$ cat config.mk
export PLATFORM = sky130hd
export DESIGN_NAME = bit_serial_add_sequencer
export DESIGN_NICKNAME = d
export VERILOG_FILES = /design/src/rtl/bit_serial_pkg.sv /design/src/rtl/bit_serial_shift_reg.sv /design/src/rtl/bit_serial_add_sequencer.sv
export SDC_FILE = /design/constraint.sdc
export NUM_CORES = 1
export LEC_CHECK = 0
export ABC_AREA = 1
export CORE_MARGIN = 2
export CORE_UTILIZATION = 42
export DETAILED_ROUTE_END_ITERATION = 16
export GPL_ROUTABILITY_DRIVEN = 0
export HOLD_SLACK_MARGIN = 0.02
export PLACE_DENSITY = 0.73
export SETUP_SLACK_MARGIN = 0.3
export SYNTH_ARGS = -nofsm -noshare
export SYNTH_HDL_FRONTEND = slang
export SYNTH_SLANG_ARGS = --single-unit
$ cat constraint.sdc
create_clock -name clk -period 0.97 [get_ports clk]
set_input_delay 0.097 -clock clk [delete_from_list [all_inputs] [get_ports clk]]
set_output_delay 0.097 -clock clk [all_outputs]
set_load 0.02 [all_outputs]
$ cat src/rtl/bit_serial_pkg.sv
// Shared types and helpers for the bit-serial add sequencer.
// Covers the FSM state encoding and the sizing of the bit counter.
package bit_serial_pkg;

    typedef enum logic [1:0] {
        IDLE  = 2'd0,
        SHIFT = 2'd1,
        DONE  = 2'd2
    } state_t;

    // The counter must hold the values 0..w, so it needs clog2(w+1) bits.
    function automatic int cnt_w(input int w);
        return $clog2(w + 1);
    endfunction

endpackage

$ cat src/rtl/bit_serial_shift_reg.sv
// Right-shifting register with a parallel load and a serial input at the MSB.
// Works as a PISO when its LSB is used, or as a SIPO when its parallel output is used.
module bit_serial_shift_reg #(
    parameter int N = 9
) (
    input  logic         clk,
    input  logic         reset,
    input  logic         i_load,
    input  logic [N-1:0] i_load_val,
    input  logic         i_shift_en,
    input  logic         i_ser_in,
    output logic [N-1:0] o_data
);

    logic [N-1:0] r_data;

    always_ff @(posedge clk) begin
        if (reset) begin
            r_data <= '0;
        end else if (i_load) begin
            r_data <= i_load_val;
        end else if (i_shift_en) begin
            r_data <= {i_ser_in, r_data[N-1:1]};
        end
    end

    assign o_data = r_data;

endmodule

$ cat src/rtl/bit_serial_add_sequencer.sv
// Feeds sign-extended operands LSB-first into an external bit-serial adder and
// collects the serial sum into a W+1-bit parallel result.
//
// Handshakes: a transfer happens on a rising edge where valid and ready are both
// high. in_ready depends only on the FSM state, never on in_valid. out_valid and
// out_sum stay constant until the edge on which out_ready is sampled high.
module bit_serial_add_sequencer
    import bit_serial_pkg::*;
#(
    parameter int W = 8
) (
    input  logic         clk,
    input  logic         reset,
    input  logic         in_valid,
    output logic         in_ready,
    input  logic [W-1:0] in_a,
    input  logic [W-1:0] in_b,
    output logic         add_reset,
    output logic         ser_a,
    output logic         ser_b,
    input  logic         ser_x,
    output logic         out_valid,
    input  logic         out_ready,
    output logic [W:0]   out_sum,
    output state_t       dbg_state
);

    localparam int CNT_W = cnt_w(W);

    state_t           r_state;
    state_t           w_next;
    logic [CNT_W-1:0] r_cnt;
    logic             w_accept;
    logic             w_shift;
    logic [W:0]       w_sa;
    logic [W:0]       w_sb;
    logic [W:0]       w_sum;
    logic             w_unused;

    assign w_accept = (r_state == IDLE) && in_valid;
    assign w_shift  = (r_state == SHIFT);

    always_ff @(posedge clk) begin
        if (reset) begin
            r_state <= IDLE;
        end else begin
            r_state <= w_next;
        end
    end

    always_comb begin
        w_next    = r_state;
        in_ready  = 1'b0;
        out_valid = 1'b0;
        add_reset = 1'b1;
        case (r_state)
            IDLE: begin
                in_ready = 1'b1;
                if (in_valid) begin
                    w_next = SHIFT;
                end
            end
            SHIFT: begin
                add_reset = 1'b0;
                // The edge with the counter at W captures the sign bit of the sum.
                if (r_cnt == CNT_W'(W)) begin
                    w_next = DONE;
                end
            end
            DONE: begin
                out_valid = 1'b1;
                if (out_ready) begin
                    w_next = IDLE;
                end
            end
            default: begin
                w_next = IDLE;
            end
        endcase
    end

    always_ff @(posedge clk) begin
        if (reset) begin
            r_cnt <= '0;
        end else if (w_accept) begin
            r_cnt <= '0;
        end else if (w_shift) begin
            r_cnt <= r_cnt + 1'b1;
        end
    end

    bit_serial_shift_reg #(.N(W + 1)) u_sa (
        .clk        (clk),
        .reset      (reset),
        .i_load     (w_accept),
        .i_load_val ({in_a[W-1], in_a}),
        .i_shift_en (w_shift),
        .i_ser_in   (1'b0),
        .o_data     (w_sa)
    );

    bit_serial_shift_reg #(.N(W + 1)) u_sb (
        .clk        (clk),
        .reset      (reset),
        .i_load     (w_accept),
        .i_load_val ({in_b[W-1], in_b}),
        .i_shift_en (w_shift),
        .i_ser_in   (1'b0),
        .o_data     (w_sb)
    );

    // Sum bits enter at the MSB, so after W+1 shifts the first bit sits at bit 0.
    bit_serial_shift_reg #(.N(W + 1)) u_sum (
        .clk        (clk),
        .reset      (reset),
        .i_load     (1'b0),
        .i_load_val ('0),
        .i_shift_en (w_shift),
        .i_ser_in   (ser_x),
        .o_data     (w_sum)
    );

    assign ser_a     = w_shift & w_sa[0];
    assign ser_b     = w_shift & w_sb[0];
    assign out_sum   = w_sum;
    assign dbg_state = r_state;
    assign w_unused  = ^{w_sa[W:1], w_sb[W:1]};

endmodule

[Word-level counts from Yosys, hierarchy flattened]
Index checks and enable logic that the tools add are counted.
Word-level totals
  flip-flop bits (word level): 33
  output and inout bits: 16
  word-level logic and storage cells: 30
Cells by class
  add/sub/neg operators: 1
  equal/unequal tests: 6
  multiplexer cells: 11
  bitwise gates (word level): 2
  reductions and logical operators: 5
Operator list (number)
  $mux W9: 4
  $mux W2: 3
  $pmux W2 S3: 1
  $add A4 B1 Y4 const B: 1
  $eq A4 B4 Y1 const B: 1
  $ne A2 B2 Y1 const B: 2
  $mux W1: 3
  $reduce_and A3 Y1: 1
  $and A1 B1 Y1: 2
  $eq A2 B1 Y1 const B: 1
  $eq A2 B2 Y1 const B: 1
  $logic_not A2 Y1: 1
  $ne A2 B1 Y1 const B: 1
  $reduce_bool A2 Y1: 1
  $reduce_or A2 Y1: 1
  $logic_and A1 B1 Y1: 1

[Logic depth before layout (Yosys ltp)]
  word-level depth: 3
  mapped depth: 7
  depth with buffers taken out: 7

[By module]
Synthesis repeated with hierarchy kept, for this count alone.
Second synthesis, totals
  cell total of the unflattened synthesis: 273
  area, all modules: 1750.4 um^2
Modules (own cells, without submodules)
  bit_serial_shift_reg: times used 3, cells each 74, area an instance 466.7 um^2
  bit_serial_add_sequencer: times used 1, cells each 51, area an instance 350.3 um^2

[Worst setup path after synthesis]
OpenSTA, ideal clock, no wires.
  kind: reg2reg
  start point: register r_state[0], in the netlist dbg_state[0]
  end point: register u_sb.r_data[4], in the netlist u_sb.o_data[4]
  setup time: 74 ps
  arrival: 1258 ps
  required time: 896 ps
  path slack: -362 ps
  cell stages (with the launch flop): 7
  buffers on the path: 1
  clock period less this slack: 1332 ps
  cell sequence: dfxtp_1 nor2_2 nand2_2 inv_4 buf_6 nand2_1 a31oi_1
Between the ends
  word-level cells in the longest chain between the ends: 3
  elaborated cells on any way between the ends: 5
  classes of those cells: 1 x eq/ne; 1 x mux; 3 x reduce/logical
RTL lines
  from (decl): line bit_serial_add_sequencer.sv:30  | state_t r_state;
  from (signal assigned): line bit_serial_add_sequencer.sv:47  | r_state <= w_next;
  $logic_not A2 Y1: line bit_serial_add_sequencer.sv:40  | assign w_accept = (r_state == IDLE) && in_valid;
  $logic_and A1 B1 Y1: line bit_serial_add_sequencer.sv:40
  $mux W9 / $reduce_bool A2 Y1 (equally long branches)
  to (signal assigned): line bit_serial_shift_reg.sv:21  | r_data <= i_load_val;
  to (signal assigned): line bit_serial_shift_reg.sv:23  | r_data <= {i_ser_in, r_data[N-1:1]};
  to (decl): line bit_serial_shift_reg.sv:15  | logic [N-1:0] r_data;
Several ways; a longest one is shown, not always the timed one.
A chain may end at the register's enable or synchronous reset.

[Worst setup path after layout]
  start point: register r_state[1], in the netlist dbg_state[1]
  end point: output port ser_b
Between the ends
  word-level cells in the longest chain between the ends: 2
RTL lines
  $eq A2 B1 Y1: line bit_serial_add_sequencer.sv:41  | assign w_shift = (r_state == SHIFT);
  $and A1 B1 Y1: line bit_serial_add_sequencer.sv:124  | assign ser_b = w_shift & w_sb[0];
  to (decl): line bit_serial_add_sequencer.sv:20  | output logic ser_b,
Every way passes these cells.

==> metrics <==
Antenna Cells 0; relative slew slack 0.7888; Syn Area/Cell 7.328 µm²; FILL cells 261; Logic pwr share 0.258; Bufs and invs on worst path 2; CTS tree done; fmax 840.5 MHz; Crit Path Class reg -> out; violated checks negative setup slack; endpoint type of the worst setup path primary output; clk slew on worst S/H paths 0.10 ns; Hold Violations, Final 0; H-Tree Depth 2; critical path's slowest cell dfxtp_4; commonest non-fill, non-tap cell in the layout nand2_1; Die Area 3773 µm²; most frequent cells in the layout 52 x nand2_1, 21 x dfxtp_1, 20 x clkdlybuf4s50_1, 18 x nor2_1, 18 x buf_4; Cells after Synth 189; count of cell types in the netlist 21; synth warn 0; Max Slew Vio Count 0; drt pass-1 iters 4; largest net degree at the start of global routing 29; post-layout instance area 2250 µm²; worst r2r src dbg_state[1]$_SDFFE_PP0P_; Vias/cell 4.703; Hold Path Origin in_a[4]; clock share of power 0.246; 1st-iter DRT viols 57; endpoint arrival time on the critical path 1.09 ns; TritonCTS Buffers 5; Fin Setup TNS -4.943 ns; Area Growth Syn to Fin 62.42%; CP Max Fanout 6; std cell rows 20; clock latency on the worst-skew pair 0.34 ns; cells along the critical path inv_4 > nand2_8 > nor2_4 > buf_6; Die Span X 61.43 µm; DR vias 1378; Max VDD drop 0.0008736 V; port bufs 36; Final period util 1.227; Post-Place Cell Area 1932 µm²; Tmin final 1.190 ns; launch point of the critical path dbg_state[1]$_SDFFE_PP0P_; first-pass GRT wire length 5168 µm; crit path launch type register; Seq pwr share 0.497; initial antenna violation count 0; vias in the first global route 1195; syn nets 212; Core Area 3103 µm²; Layout Skew 0.005333 ns; Detail Route Antenna Nets 0; final wirelength 3451 µm; PnR worst setup slack -0.2197 ns; sequential area share after synthesis 0.4770; Initial Utilization 0.4464; Sink Count 33; Final setup viols 40; Leakage Power 0.0009320 µW; # IOs 37; Net Sw Frac 0.3057; slowest cell delay on critical path 0.36 ns; status finished with violations; GRT Resource Usage Total 0.1941; Slew @ Worst Pin 0.3158 ns; post-layout net count 271; hold crit path type in -> reg; Die Height 61.43 µm; total gr overflow 0; CP top delay family flip-flops; PwrDens 1352 nW/µm²; drc violations 0; mean routed wirelength per cell 11.78 µm; share of cells above drive strength 1 0.3574; unrepaired setup endpoints after global routing true; Max Cap Violations 0; CTS max path bufs 2; Yosys reg bits 33; Mapped Area 1385 µm²; Clock Tree Root clkbuf_4; switching power 929.6 µW; Cell Int Power 2111 µW; data required time of the worst path 0.87 ns; Post-DP HPWL 2168 µm
-- synthesized netlist by cell type --
cell type / count / area (µm²)
nand2_1: 60 / 225.2
dfxtp_1: 33 / 660.6
nor2_1: 26 / 97.59
a31oi_1: 15 / 93.84
inv_1: 15 / 56.30
o21ai_0: 10 / 50.05
a21oi_1: 7 / 35.03
buf_6: 3 / 33.78
nand3_1: 3 / 15.01
buf_2: 2 / 10.01
clkbuf_1: 2 / 7.510
ha_1: 2 / 25.02
inv_4: 2 / 12.51
nor3_1: 2 / 10.01
buf_1: 1 / 3.750
inv_2: 1 / 3.750
nand2_2: 1 / 6.260
nand2_4: 1 / 11.26
nor2_2: 1 / 6.260
o21ai_1: 1 / 5.000
o21ai_4: 1 / 16.27
-- power by group through the flow --
stage	Combinational, µW	Sequential, µW	Clock [µW]
floorplan	288	1570	0
global placement	602	1520	0
detailed placement	608	1520	0
CTS	640	1500	760
global route	851	1520	817
finish	784	1510	747
-- worst paths after layout --
path	end	slack, ns	depth (start not counted)
hold reg to reg	u_sa.o_data[1]$_SDFFE_PP0P_	0.49	2
hold / removal	u_sa.o_data[4]$_SDFFE_PP0P_	0.32	3
setup / recovery	ser_b	-0.22	4
setup reg to reg	u_sb.o_data[2]$_SDFFE_PP0P_	-0.21	7
-- layer usage --
metal	track usage	wire, µm
met4	0.09119	60
met1	0.2353	1550
met2	0.3131	1642
met3	0.06303	197
met5	0	0
-- registers in the layout, summed over array words and instances (netlist names) --
register / count
r_cnt: 4
u_sum.o_data: 9
u_sa.o_data: 9
u_sb.o_data: 9
dbg_state: 2
-- final cells by class --
type	instances	area (µm²)	area share
Clock inverter	2	10.01	0.004449
Timing Repair inverter	3	36.28	0.01613
Sequential cell	33	680.7	0.3026
Tap cell	44	55.05	0.02447
Inverter	18	108.9	0.04839
Timing Repair Buffer	57	574.3	0.2553
Clock buffer	6	41.29	0.01835
Multi-Input combinational cell	130	743.2	0.3304
-- logic make-up (layout without fill, tap and decap cells) --
logic type,count (synthesis),in the layout,share of synthesized area
AOI/OAI and AO/OA,34,34,0.1445
buffers and inverters,26,86,0.09213
DFF,33,33,0.4770
and+or+nand+nor,94,94,0.2683
adders and majority gates,2,2,0.01806
-- timing repair --
item	CTS	global route
hold buffers	0	0
buffers inserted	0	2
setup endpoints to repair	49	49
cloned	1	3
pin swaps	0	3
resized for setup	107	44
-- tightest hold or removal path, stage by stage --
cell	delay, ns
clkdlybuf4s50_1	0.40
nand2_1	0.07
a31oi_1	0.06
-- metrics by stage --
stage                       util  total power (µW)  setup WS, ns  hold slack [ns]  std cells
after floorplan                -              1854       -0.1429           0.2541        189
after global placement    0.6226              2123       -0.2961           0.4685        279
after detailed placement  0.6226              2130       -0.3108           0.4709        279
after CTS                 0.6548              2905       -0.2155           0.3142        288
after global routing      0.7250              3188       -0.2830           0.3111        293
final                     0.7250              3041       -0.2197           0.3176        293
No activity file was read; power rests on OpenSTA's default activity.
